$ cat config.mk
export PLATFORM = sky130hd
export DESIGN_NAME = cell_result_uart_tx
export DESIGN_NICKNAME = d
export VERILOG_FILES = /design/src/rtl/ip_pkg.sv /design/src/rtl/uart_byte_tx.sv /design/src/rtl/cell_result_uart_tx.sv
export SDC_FILE = /design/constraint.sdc
export NUM_CORES = 1
export LEC_CHECK = 0
export ABC_AREA = 0
export BUFFER_PORTS_ARGS = -buffer_cell sky130_fd_sc_hd__buf_4
export CAP_MARGIN = 40
export CORE_ASPECT_RATIO = 0.9
export CORE_MARGIN = 4
export CORE_UTILIZATION = 35
export DETAILED_ROUTE_END_ITERATION = 6
export GPL_TIMING_DRIVEN = 1
export PLACE_DENSITY = 0.64
export SYNTH_ARGS = -nofsm -noshare
export SYNTH_HDL_FRONTEND = slang
export SYNTH_HIERARCHICAL = 1
export SYNTH_SLANG_ARGS = --single-unit
$ cat constraint.sdc
create_clock -name SYSCLK -period 4.4 [get_ports SYSCLK]
set_clock_uncertainty 0.2 [all_clocks]
set_input_delay 0.88 -clock SYSCLK [delete_from_list [all_inputs] [get_ports SYSCLK]]
set_output_delay 0.88 -clock SYSCLK [all_outputs]
set_load 0.02 [all_outputs]
$ cat src/rtl/ip_pkg.sv
// Shared types for the cell result UART path: pixel layout, UART FSM
// states, the default frame header and the per-frame byte selector.
package ip_pkg;

  typedef struct packed {
    logic [7:0] r;
    logic [7:0] g;
    logic [7:0] b;
  } pixel_t;

  typedef enum logic [1:0] {
    IDLE  = 2'd0,
    START = 2'd1,
    DATA  = 2'd2,
    STOP  = 2'd3
  } tx_state_t;

  localparam logic [7:0] SYNC_BYTE_DEF = 8'hA5;

  // Byte idx of a frame: 0 is the header, then R, G, B.
  function automatic logic [7:0] frame_byte(input pixel_t p, input logic [1:0] idx,
                                            input logic [7:0] sync);
    case (idx)
      2'd0:    return sync;
      2'd1:    return p.r;
      2'd2:    return p.g;
      default: return p.b;
    endcase
  endfunction

endpackage

$ cat src/rtl/uart_byte_tx.sv
// 8N1 byte serializer. A start pulse loads a byte; done pulses in the last
// STOP cycle, and a start in that same cycle chains the next byte with no
// idle gap on the line.
module uart_byte_tx
  import ip_pkg::*;
#(
  parameter int CLKS_PER_BIT = 868
) (
  input  logic       i_clk,
  input  logic       i_rst,
  input  logic       i_start,
  input  logic [7:0] i_data,
  output logic       o_tx,
  output logic       o_done,
  output logic       o_idle
);

  localparam int CW = (CLKS_PER_BIT > 1) ? $clog2(CLKS_PER_BIT) : 1;

  tx_state_t     r_state;
  tx_state_t     w_state_nxt;
  logic [CW-1:0] r_cnt;
  logic [2:0]    r_bit;
  logic [7:0]    r_byte;
  logic          w_last;
  logic          w_load;

  assign w_last = (r_cnt == CW'(CLKS_PER_BIT - 1));
  assign w_load = i_start && ((r_state == IDLE) || ((r_state == STOP) && w_last));
  assign o_idle = (r_state == IDLE);

  // State, bit-period counter and bit index.
  always_ff @(posedge i_clk) begin
    if (i_rst) begin
      r_state <= IDLE;
      r_cnt   <= '0;
      r_bit   <= '0;
    end else begin
      r_state <= w_state_nxt;
      if ((r_state == IDLE) || w_last) r_cnt <= '0;
      else                             r_cnt <= r_cnt + 1'b1;
      if ((r_state == DATA) && w_last) r_bit <= r_bit + 3'd1;
    end
  end

  // Byte being shifted out; only meaningful once loaded.
  always_ff @(posedge i_clk) begin
    if (w_load) r_byte <= i_data;
  end

  // Next state, line level and done pulse.
  always_comb begin
    w_state_nxt = r_state;
    o_tx        = 1'b1;
    o_done      = 1'b0;
    case (r_state)
      IDLE:  if (i_start) w_state_nxt = START;
      START: begin
        o_tx = 1'b0;
        if (w_last) w_state_nxt = DATA;
      end
      DATA:  begin
        o_tx = r_byte[r_bit];
        if (w_last && (r_bit == 3'd7)) w_state_nxt = STOP;
      end
      STOP:  begin
        if (w_last) begin
          o_done      = 1'b1;
          w_state_nxt = i_start ? START : IDLE;
        end
      end
      default: w_state_nxt = IDLE;
    endcase
  end

endmodule

$ cat src/rtl/cell_result_uart_tx.sv
// Drains processed pixels from the cell interface into a small FIFO and
// sends each as a 4-byte UART frame: header, R, G, B.
module cell_result_uart_tx
  import ip_pkg::*;
#(
  parameter int         CLKS_PER_BIT = 868,
  parameter int         FIFO_DEPTH   = 8,
  parameter logic [7:0] SYNC_BYTE    = SYNC_BYTE_DEF
) (
  input  logic                          SYSCLK,
  input  logic                          RST,
  input  logic                          pixel_strobe,
  input  logic [23:0]                   pixel_data,
  output logic                          pixel_ready,
  output logic                          tx,
  output logic                          busy,
  output logic [$clog2(FIFO_DEPTH):0]   fifo_level,
  output logic [7:0]                    drop_cnt
);

  localparam int PW = $clog2(FIFO_DEPTH);
  localparam int LW = PW + 1;

  pixel_t        r_mem [FIFO_DEPTH];
  logic [PW-1:0] r_wr;
  logic [PW-1:0] r_rd;
  logic [LW-1:0] r_level;
  logic [7:0]    r_drop;
  pixel_t        r_frame;
  logic [1:0]    r_byte_idx;

  logic       w_full;
  logic       w_empty;
  logic       w_pop;
  logic       w_push;
  logic       w_idle;
  logic       w_done;
  logic       w_start;
  logic [1:0] w_idx_nxt;
  logic [7:0] w_byte;

  assign w_full    = (r_level == LW'(FIFO_DEPTH));
  assign w_empty   = (r_level == '0);
  // A new pixel starts either from idle or straight after the last stop bit.
  assign w_pop     = !w_empty && (w_idle || (w_done && (r_byte_idx == 2'd3)));
  // A full FIFO still accepts when the head leaves in the same cycle.
  assign w_push    = pixel_strobe && (!w_full || w_pop);
  assign w_idx_nxt = r_byte_idx + 2'd1;
  assign w_start   = w_pop || (w_done && (r_byte_idx != 2'd3));
  assign w_byte    = (w_done && (r_byte_idx != 2'd3)) ?
                     frame_byte(r_frame, w_idx_nxt, SYNC_BYTE) : SYNC_BYTE;

  assign pixel_ready = !w_full;
  assign busy        = !w_idle || !w_empty;
  assign fifo_level  = r_level;
  assign drop_cnt    = r_drop;

  // FIFO pointers, occupancy and saturating drop counter.
  always_ff @(posedge SYSCLK) begin
    if (RST) begin
      r_wr    <= '0;
      r_rd    <= '0;
      r_level <= '0;
      r_drop  <= '0;
    end else begin
      if (w_push) r_wr <= r_wr + 1'b1;
      if (w_pop)  r_rd <= r_rd + 1'b1;
      case ({w_push, w_pop})
        2'b10:   r_level <= r_level + 1'b1;
        2'b01:   r_level <= r_level - 1'b1;
        default: r_level <= r_level;
      endcase
      if (pixel_strobe && !w_push && (r_drop != 8'hFF)) r_drop <= r_drop + 8'd1;
    end
  end

  // FIFO storage and the frame register; pixel_data is only sampled on push.
  always_ff @(posedge SYSCLK) begin
    if (w_push) r_mem[r_wr] <= pixel_t'(pixel_data);
    if (w_pop)  r_frame     <= r_mem[r_rd];
  end

  // Byte position within the current frame.
  always_ff @(posedge SYSCLK) begin
    if (RST)         r_byte_idx <= 2'd0;
    else if (w_pop)  r_byte_idx <= 2'd0;
    else if (w_done) r_byte_idx <= w_idx_nxt;
  end

  uart_byte_tx #(
    .CLKS_PER_BIT (CLKS_PER_BIT)
  ) u_byte_tx (
    .i_clk   (SYSCLK),
    .i_rst   (RST),
    .i_start (w_start),
    .i_data  (w_byte),
    .o_tx    (tx),
    .o_done  (w_done),
    .o_idle  (w_idle)
  );

endmodule
; ---- Word level (Yosys, flattened, before mapping)
; Memory sizes are Yosys's and may differ from the RTL's. A register that Yosys moved wholly into a read port is not among the register bits.
; Index checks and enable logic that the tools add are counted.
; Widths: inputs -> output; s select.
[totals]
mem_bits_rw = 192
register_bits = 43
input_bits = 27
output_inout_bits = 15
mem_count = 1
word_cells = 78
[classes]
add_sub_neg = 8
mux = 15
order_cmp = 1
n_reduce_logical = 27
eq_ne = 17
[memory_table]
columns = name, words, width, read_ports, rd_ports_with_merged_regs, write_ports, line
row1 = r_mem, 8, 24, 1, 1, 1, cell_result_uart_tx.sv:24  ; pixel_t r_mem [FIFO_DEPTH];
[op_table]
columns = op, n
row1 = $pmux 8 s3, 1
row2 = $add 10x1->10 const B, 1
row3 = $eq 10x10->1 const B, 1
row4 = $eq 2x2->1 const B, 5
row5 = $logic_and 1x1->1, 10
row6 = $add 3x1->3 const B, 3
row7 = $add 8x1->8 const B, 1
row8 = $mux 2, 4
row9 = $ne 8x8->1 const B, 1
row10 = $pmux 2 s4, 1
row11 = $pmux 4 s2, 1
row12 = $eq 2x1->1 const B, 3
row13 = $logic_or 1x1->1, 6
row14 = $mux 1, 6
row15 = $ne 2x1->1 const B, 3
row16 = $add 4x1->4 const B, 1
row17 = $eq 4x4->1 const B, 1
row18 = $logic_not 1->1, 4
row19 = $logic_not 2->1, 2
row20 = $logic_not 4->1, 1
row21 = $lt 3x4->1 const B, 1
row22 = $ne 2x2->1 const B, 2
row23 = $reduce_and 4->1, 1
row24 = $reduce_or 2->1, 2
row25 = other kinds (6), 6

; ---- Longest topological paths before layout
; Gate-level depths: netlist of run 1.
[depth]
word_depth = 11
ltp_mapped = 12
depth_no_buf = 12

; ---- By module
; Netlist of run 1, hierarchy kept.
[modules_own_cells]
columns = module, area_each_um2, n_inst, seq_area_each_um2, cells_per_inst
row1 = cell_result_uart_tx, 9271.4, 1, 6886.6, 471
row2 = uart_byte_tx, 1089.8, 1, 540.5, 97

; ---- Least setup slack after synthesis of run 1
; Ideal clock, no wire load.
[synth_timing]
path_type = reg2reg
from = register u_byte_tx.r_cnt[0]
to = memory r_mem[0][0] in the netlist's numbering, enable pin
required_time_ps = 3734
arrival_time_ps = 4057
path_stages_with_launch = 8
synth_period_minus_slack_ps = 4723
setup_ps = 466
slack_ps = -323
cell_sequence = dfxtp_1 > ha_1 > nand4b_1 > nor3_1 > and2_1 > a21o_1 > o21ai_0 > nor4_1
[synth_between]
elab_chain_cells = 10
[synth_rtl]
columns = element, line
row1 = from (decl), uart_byte_tx.sv:22  ; logic [CW-1:0] r_cnt;
row2 = from (signal assigned), uart_byte_tx.sv:41  ; else r_cnt <= r_cnt + 1'b1;
row3 = $eq 10x10->1, uart_byte_tx.sv:28  ; assign w_last = (r_cnt == CW'(CLKS_PER_BIT - 1));
row4 = $mux 1, uart_byte_tx.sv:67  ; if (w_last) begin
row5 = $mux 1, uart_byte_tx.sv:56  ; case (r_state)
row6 = via w_done, cell_result_uart_tx.sv:37  ; logic w_done;
row7 = $logic_and 1x1->1, cell_result_uart_tx.sv:45  ; assign w_pop = !w_empty && (w_idle || (w_done && (r_byte_idx == 2'd3)));
row8 = $logic_or 1x1->1, cell_result_uart_tx.sv:45
row9 = $logic_and 1x1->1, cell_result_uart_tx.sv:45
row10 = $logic_or 1x1->1, cell_result_uart_tx.sv:47  ; assign w_push = pixel_strobe && (!w_full || w_pop);
row11 = $logic_and 1x1->1, cell_result_uart_tx.sv:47
row12 = $mux 1, cell_result_uart_tx.sv:79  ; if (w_push) r_mem[r_wr] <= pixel_t'(pixel_data);
row13 = $mux 1 (implied by the code), cell_result_uart_tx.sv:79
row14 = to (decl), cell_result_uart_tx.sv:24
; The timed path passes the listed nets, and every way through them passes these cells.

; ---- Worst setup path in the final report of run 1
[layout_timing]
from = register u_byte_tx.r_cnt[0]
to = register r_level[3] (netlist: fifo_level[3])
[layout_between]
elab_chain_cells = 10
elab_cells_between_ends = 12
[layout_rtl]
columns = element, line
row1 = $eq 10x10->1 *, uart_byte_tx.sv:28
row2 = $mux 1 *, uart_byte_tx.sv:67
row3 = $mux 1 *, uart_byte_tx.sv:56
row4 = via w_done, cell_result_uart_tx.sv:37
row5 = $logic_and 1x1->1 *, cell_result_uart_tx.sv:45
row6 = $logic_or 1x1->1 *, cell_result_uart_tx.sv:45
row7 = $logic_and 1x1->1 *, cell_result_uart_tx.sv:45
row8 = $logic_or 1x1->1, cell_result_uart_tx.sv:47
row9 = $logic_and 1x1->1, cell_result_uart_tx.sv:47
row10 = $eq 2x1->1 or $eq 2x2->1 (tied branches), cell_result_uart_tx.sv:68  ; case ({w_push, w_pop})
row11 = $pmux 4 s2 or $reduce_bool 2->1 (tied branches), --
row12 = to (signal assigned), cell_result_uart_tx.sv:69  ; 2'b10: r_level <= r_level + 1'b1;
row13 = to (signal assigned), cell_result_uart_tx.sv:70  ; 2'b01: r_level <= r_level - 1'b1;
row14 = to (signal assigned), cell_result_uart_tx.sv:71  ; default: r_level <= r_level;
row15 = to (decl), cell_result_uart_tx.sv:27  ; logic [LW-1:0] r_level;
; Mark *: on every way through the listed nets, which the timed path passes. The rest lies on a longest branch.
; A chain may end at the register's enable or synchronous reset.

==> flow_summary_export.csv, run 1 <==
group,metric,value,unit
power,combinational_power_share,0.215,
floorplanning,floorplan.die.width,189,um
cells_and_area,most_frequent_cells_in_the_layout,"sky130_fd_sc_hd__edfxtp_1, sky130_fd_sc_hd__buf_4, sky130_fd_sc_hd__mux4_2, sky130_fd_sc_hd__nor2_1, sky130_fd_sc_hd__dfxtp_1",
routing,drc_errors,0,
cts,cts.repair_timing.setup_buffer_count,0,
cts,clock_sink_count,259,
routing,drt.antenna.violating_nets,0,
sta,max_freq,0.267,GHz
place,hpwl,11.6,mm
yosys,number_of_synthesized_register_bits,259,
place,numPortBuffers,41,
cts,clk_transition_reported_paths,60,ps
yosys,synth_seq_area_share,0.717,
sta,hold_fails_final_rpt,0,
floorplanning,core_region_area,0.0290,mm^2
power,max-vdd-ir-drop,0.383,mV
critical_path,crit_family,"simple AND/OR/NAND/NOR gates",
cells_and_area,antenna_cells,0,
cts,tritoncts.num_buffers,26,
yosys,synth_nets,614,
routing,route.vias.total,5230,
sta,slew_headroom,0.480,
yosys,warning_count_from_the_yosys_run,6,
floorplanning,initial_core_util,0.357,
power,seq_power_share,0.474,
power,sw_frac_of_total,0.277,
critical_path,crit_path_cell_trace,"ha_1, nand4b_1, nor3_1, and2_1, a21oi_1, or3_1, inv_1, ha_1, a21oi_1, a22oi_1, a2bb2oi_1, mux2_1",
run_status,outcome,"complete, no violations",
floorplanning,ios,42,
global_routing,grt-ovfl-total,0,
sta,setup_repair_after_global_routing_missed_its_margin,"no",
critical_path,crit_slowest_cell,"sky130_fd_sc_hd__or3_1",
routing,routed_wire_length_per_instance,18.6,um
sta,setup_viol,0,
critical_path,start_kind,"flop",
cts,cts-hold-fix-buffers,0,
cells_and_area,mostFrequentLayoutCell,"sky130_fd_sc_hd__edfxtp_1",
power,power.leakage,0.00387,uW
critical_path,critical_path_buf_inv_count,1,
cts,cts.root.buffer_cell,"sky130_fd_sc_hd__clkbuf_16",
job,maxCapViolations,0,
yosys,synth_top_cell_by_area,"sky130_fd_sc_hd__edfxtp_1",
cts,insertion_delay,540,ps
routing,drt-initial-drc-count,338,
yosys,prevailing_post_synth_register_cell,"sky130_fd_sc_hd__edfxtp_1",
yosys,area_of_the_mapped_netlist,0.0104,mm^2
global_routing,grtUsageTotal,0.121,
sta,setup-tns-final,0,ps
critical_path,timing.critical_path.required,4630,ps
power,p_per_area,567,mW/mm^2
place,global_placement_routability_congestion,0.806,
critical_path,setup.worst_path.end_class,"flop",
cts,post_cts_resized,0,
cells_and_area,synthToLayoutAreaGrowth,16.4,%
yosys,cells_after_synth,568,
worst_hold_path,worstHoldPathCells,1,
floorplanning,floorplan_die_height,171,um
critical_path,critPathMaxFanout,7,
critical_path,arrival,3970,ps
floorplanning,placement_rows,59,
cts,tritoncts,"built",
cells_and_area,final_cells,1044,
global_routing,grt_antenna_before_repair,0,
cts,htree_num_levels,1,
yosys,netlist_top_cells_area,"sky130_fd_sc_hd__edfxtp_1, sky130_fd_sc_hd__mux4_2, sky130_fd_sc_hd__dfxtp_1",
yosys,synth_top_area_share,0.649,
sta,max_slew.worst_pin.slew,779,ps
sta,finalCriticalPeriod,3750,ps
floorplanning,fp.dieArea,0.0324,mm^2
global_routing,grt_max_degree,32,
critical_path,worst_r2r_path_depth,12,
cts,clock_path_buffers,3,
yosys,syn_avg_cell_area,18.2,um^2
cells_and_area,finish.net_count,675,
yosys,synth_enable_flop_cells,224,
sta,period_share,0.851,
routing,wl,19.4,mm
critical_path,cp.depth,12,
routing,drt-pass1-iter-count,4,
critical_path,worst_path_largest_cell_delay,440,ps
power,clock_power_share,0.311,
power,p_int,4940,uW
global_routing,grt_pass1_vias,5395,
worst_hold_path,holdCritPathClass,"flop to flop",
cells_and_area,share_of_final_layout_standard_cells_stronger_than_drive_strength_1,0.290,
critical_path,worst-setup-path-type,"flop to flop",
power,switchingPower,1900,uW
yosys,synth-async-reset-ratio,0,
global_routing,grt_pass1_wl,30.8,mm
sta,slew_viol_final,0,
place,dp.cells,997,
yosys,netlist-cell-type-count,51,
routing,avgViaCountPerCell,5.01,
[path summary, 6_finish.rpt]
path                                         start                 end  slack [ps]
worst min register to register  u_byte_tx/r_cnt[0]  u_byte_tx/r_cnt[0]         250
worst min-delay path            u_byte_tx/r_cnt[0]  u_byte_tx/r_cnt[0]         250
worst max register to register  u_byte_tx/r_cnt[0]       fifo_level[3]         650
worst max-delay path            u_byte_tx/r_cnt[0]       fifo_level[3]         650
[layer usage]
layer,wire (um),GRT usage
met1,8740,0.169
met2,9190,0.198
met3,1000,0.0246
met4,450,0.0327
met5,0,0
[kinds of logic (layout without fill, tap and decap cells)]
kind of cell             after synthesis  in the layout  synth area share
AND/OR/NAND/NOR                      109            109            0.0539
AO/OA/AOI/OAI                         45             45            0.0306
adder cells (fa/ha/maj)               19             19            0.0237
multiplexers                          86             86             0.147
buffers and inverters                 34            114            0.0147
XOR/XNOR                              16             16            0.0135
flip-flops                           259            259             0.717
[state kept, by name, indices dropped and copies added, names as in the netlist]
register / cells
r_mem: 192
r_frame: 24
u_byte_tx/r_cnt: 10
drop_cnt: 8
u_byte_tx/r_byte: 8
fifo_level: 4
r_rd: 3
r_wr: 3
u_byte_tx/r_bit: 3
r_byte_idx: 2
u_byte_tx/r_state: 2
[synthesized netlist by cell type (all sizes together) (2+ instances only)]
library cell,number
o2111ai,2
nand2b,4
clkbuf,11
mux4,50
nand3,10
ha,18
o21a,2
xor2,7
nor3,10
o21ai,7
buf,10
mux2,28
nand2,22
a221o,4
inv,13
or3,9
dfxtp,35
a22oi,5
a21oi,17
nor4,3
mux2i,8
nor2b,4
or4,2
xnor2,9
edfxtp,224
nand4,2
nor2,37
[power by group through the flow]
| stage | sequential [uW] | combinational (uW) | clock, uW |
|---|---|---|---|
| after CTS | 3250 | 1490 | 2180 |
| after global placement | 3340 | 1370 | 0 |
| after global routing | 3280 | 1620 | 2280 |
| final | 3240 | 1470 | 2120 |
| after floorplan | 3200 | 1110 | 0 |
| after detailed placement | 3300 | 1480 | 0 |
[worst reg2reg max path, stage by stage, from the launching register on]
cell and delay (ps):
sky130_fd_sc_hd__dfxtp_1 350, sky130_fd_sc_hd__ha_1 220, sky130_fd_sc_hd__nand4b_1 230, sky130_fd_sc_hd__nor3_1 390, sky130_fd_sc_hd__and2_1 350, sky130_fd_sc_hd__a21oi_1 180, sky130_fd_sc_hd__or3_1 440, sky130_fd_sc_hd__inv_1 140
sky130_fd_sc_hd__ha_1 280, sky130_fd_sc_hd__a21oi_1 240, sky130_fd_sc_hd__a22oi_1 110, sky130_fd_sc_hd__a2bb2oi_1 200, sky130_fd_sc_hd__mux2_1 330
[metrics by stage]
step           cell area, um^2  total power (uW)   util  setup WS (ps)  hold slack [ps]
2_1_floorplan            10400              4310      -            286              218
3_3_place_gp             11200              4710  0.386            834              232
3_5_place_dp             11200              4790  0.387            673              246
4_1_cts                  12100              6920  0.416            663              259
5_1_grt                  12100              7180  0.416            339              288
6_report                 12100              6840  0.416            654              254
[cell type report]
type / instances / area (um^2)
Clock buffer: 32 / 673
Clock inverter: 15 / 154
Fill cell: 2537 / 17000
Inverter: 13 / 48.8
Multi-Input combinational cell: 275 / 2830
Sequential cell: 259 / 7430
Tap cell: 396 / 495
Timing Repair Buffer: 54 / 423
Note: power is estimated with default switching activity, not from simulation.
==> run 2, diff against run 1 <==
--- a/config.mk
+++ b/config.mk
@@ -6,14 +6,14 @@
 export NUM_CORES = 1
 export LEC_CHECK = 0
 export ABC_AREA = 0
-export BUFFER_PORTS_ARGS = -buffer_cell sky130_fd_sc_hd__buf_4
 export CAP_MARGIN = 40
 export CORE_ASPECT_RATIO = 0.9
 export CORE_MARGIN = 4
-export CORE_UTILIZATION = 35
+export CORE_UTILIZATION = 45
 export DETAILED_ROUTE_END_ITERATION = 6
+export DONT_BUFFER_PORTS = 1
 export GPL_TIMING_DRIVEN = 1
-export PLACE_DENSITY = 0.64
+export PLACE_DENSITY = 0.74
 export SYNTH_ARGS = -nofsm -noshare
 export SYNTH_HDL_FRONTEND = slang
 export SYNTH_HIERARCHICAL = 1
==> flow_summary_export.csv, run 2 (same netlist as run 1, synthesis figures left out) <==
group,metric,value,unit
cts,clock_sink_count,259,
place,global_placement_routability_congestion,0.753,
cells_and_area,largest_register_ffs,192,
sta,slew_headroom,0.482,
floorplanning,ios,42,
global_routing,grtUsageTotal,0.145,
place,worst_case_setup_slack_after_placement,579,ps
place,numPortBuffers,0,
global_routing,grt_pass1_vias,5233,
sta,max_slew.worst_pin.slew,770,ps
power,combinational_power_share,0.211,
critical_path,timing.rr.start,"u_byte_tx/r_cnt[0]",
cts,clk_transition_reported_paths,60,ps
sta,final_critical_path_setup_slack,550,ps
routing,avgViaCountPerCell,5.63,
critical_path,capturing_element_of_the_worst_setup_path,"r_mem[5][7]",
cts,cts.root.buffer_cell,"sky130_fd_sc_hd__clkbuf_16",
cells_and_area,fin_area,0.0116,mm^2
cells_and_area,mostFrequentLayoutCell,"sky130_fd_sc_hd__edfxtp_1",
cts,tritoncts.num_buffers,25,
routing,drc_errors,0,
job,maxCapViolations,0,
sta,period_share,0.875,
floorplanning,core_region_area,0.0226,mm^2
sta,max_freq,0.260,GHz
floorplanning,floorplan.die.width,168,um
cts,cts.repair_timing.setup_buffer_count,0,
power,p_int,4790,uW
cells_and_area,top_flop_regs,"r_mem: 192 flops, r_frame: 24 flops, u_byte_tx/r_cnt: 10 flops",
routing,drt.antenna.violating_nets,0,
critical_path,setup.worst_path.end_class,"flop",
sta,slew_viol_final,0,
power,seq_power_share,0.488,
global_routing,grt_pass1_wl,29.7,mm
sta,hold_fails_final_rpt,0,
worst_hold_path,holdCritPathClass,"input port to flop",
power,clock_power_share,0.301,
floorplanning,floorplan_die_height,152,um
sta,setup_repair_after_global_routing_missed_its_margin,"no",
power,max-vdd-ir-drop,0.472,mV
critical_path,arrival,3840,ps
floorplanning,placement_rows,52,
sta,setup_viol,0,
global_routing,grt-ovfl-total,0,
global_routing,grt_antenna_before_repair,0,
critical_path,worst-setup-path-type,"flop to flop",
routing,drt-pass1-iter-count,5,
power,p_per_area,572,mW/mm^2
power,switchingPower,1840,uW
critical_path,critPathMaxFanout,24,
routing,route.vias.total,5096,
routing,drt-initial-drc-count,506,
critical_path,timing.critical_path.required,4390,ps
cells_and_area,finish.net_count,636,
place,area_after_dpl,0.0108,mm^2
cts,clock_path_buffers,3,
critical_path,critical_r2r_capture,"r_mem[5][7]",
run_status,outcome,"complete, no violations",
cells_and_area,most_frequent_cells_in_the_layout,"sky130_fd_sc_hd__edfxtp_1, sky130_fd_sc_hd__mux4_2, sky130_fd_sc_hd__nor2_1, sky130_fd_sc_hd__dfxtp_1, sky130_fd_sc_hd__mux2_2",
cts,post_cts_resized,0,
place,hpwl,11.6,mm
critical_path,crit_path_start,"u_byte_tx/r_cnt[0]",
cts,htree_num_levels,1,
sta,finalCriticalPeriod,3850,ps
sta,setup-tns-final,0,ps
power,sw_frac_of_total,0.277,
routing,routed_wire_length_per_instance,20.7,um
cts,tritoncts,"built",
floorplanning,initial_core_util,0.459,
cells_and_area,share_of_final_layout_standard_cells_stronger_than_drive_strength_1,0.242,
cells_and_area,fill_cells,1748,
critical_path,worst_r2r_path_depth,9,
floorplanning,fp.dieArea,0.0255,mm^2
power,power.leakage,0.00366,uW
cts,cts-hold-fix-buffers,0,
cells_and_area,layout.core_utilization,0.514,
cells_and_area,antenna_cells,0,
cells_and_area,synthToLayoutAreaGrowth,11.9,%
critical_path,rrSetupSlack,550,ps
cells_and_area,registers.top_by_ff_count,"r_mem",
critical_path,start_kind,"flop",
global_routing,grt_max_degree,42,
cts,insertion_delay,530,ps
routing,wl,18.8,mm
==> run 2: worst min-delay path by stage <==
| stage | startpoint | endpoint | cells past startpoint |
|---|---|---|---|
| 2_1_floorplan | u_byte_tx/r_cnt[0] | u_byte_tx/r_cnt[0] | 1 |
| 4_1_cts | RST | r_rd[1] | 1 |
| 5_1_grt | RST | r_rd[1] | 1 |
| 3_3_place_gp | u_byte_tx/r_cnt[0] | u_byte_tx/r_cnt[0] | 1 |
| 3_5_place_dp | u_byte_tx/r_cnt[0] | u_byte_tx/r_cnt[0] | 1 |
| 6_report | RST | r_rd[1] | 1 |
==> run 2: layout make-up <==
cell class                 count  area (um^2)  area share
sequential                   259         7430       0.641
multi-input combinational    275         2830       0.244
clock buffer                  29          641      0.0552
tap                          297          372      0.0320
timing repair buffer          16          150      0.0129
clock inverter                16          123      0.0106
inverter                      13         48.8     0.00421
==> run 2: per-layer routing <==
layer / global-route usage / routed length, um / up-vias
li1: - / - / 2288
met1: 0.203 / 8100 / 2652
met2: 0.235 / 9270 / 131
met3: 0.0343 / 1040 / 25
met4: 0.0317 / 352 / 0
met5: 0 / 0 / -
==> run 2: worst max-delay path, cell delays in order (launching register included) <==
cell and delay (ps):
sky130_fd_sc_hd__dfxtp_1 350, sky130_fd_sc_hd__ha_1 230, sky130_fd_sc_hd__nand4b_1 240, sky130_fd_sc_hd__nor3_1 410, sky130_fd_sc_hd__and2_1 350, sky130_fd_sc_hd__a21oi_1 180, sky130_fd_sc_hd__a21boi_0 640, sky130_fd_sc_hd__nand2_1 360
sky130_fd_sc_hd__nor2_2 180, sky130_fd_sc_hd__buf_4 360
==> run 2: per-stage QoR <==
step,total power (uW),hold WS (ps),cells
2_1_floorplan,4310,218,568
3_3_place_gp,4600,232,857
3_5_place_dp,4700,245,860
4_1_cts,6710,189,905
5_1_grt,6940,188,905
6_report,6630,207,905
==> run 2: power by group through the flow <==
| stage | combinational, uW | sequential (uW) | clock [uW] |
|---|---|---|---|
| 3_3_place_gp | 1220 | 3370 | 0 |
| 5_1_grt | 1530 | 3260 | 2150 |
| 4_1_cts | 1420 | 3230 | 2050 |
| 3_5_place_dp | 1410 | 3280 | 0 |
| 6_report | 1400 | 3230 | 2000 |
| 2_1_floorplan | 1110 | 3200 | 0 |
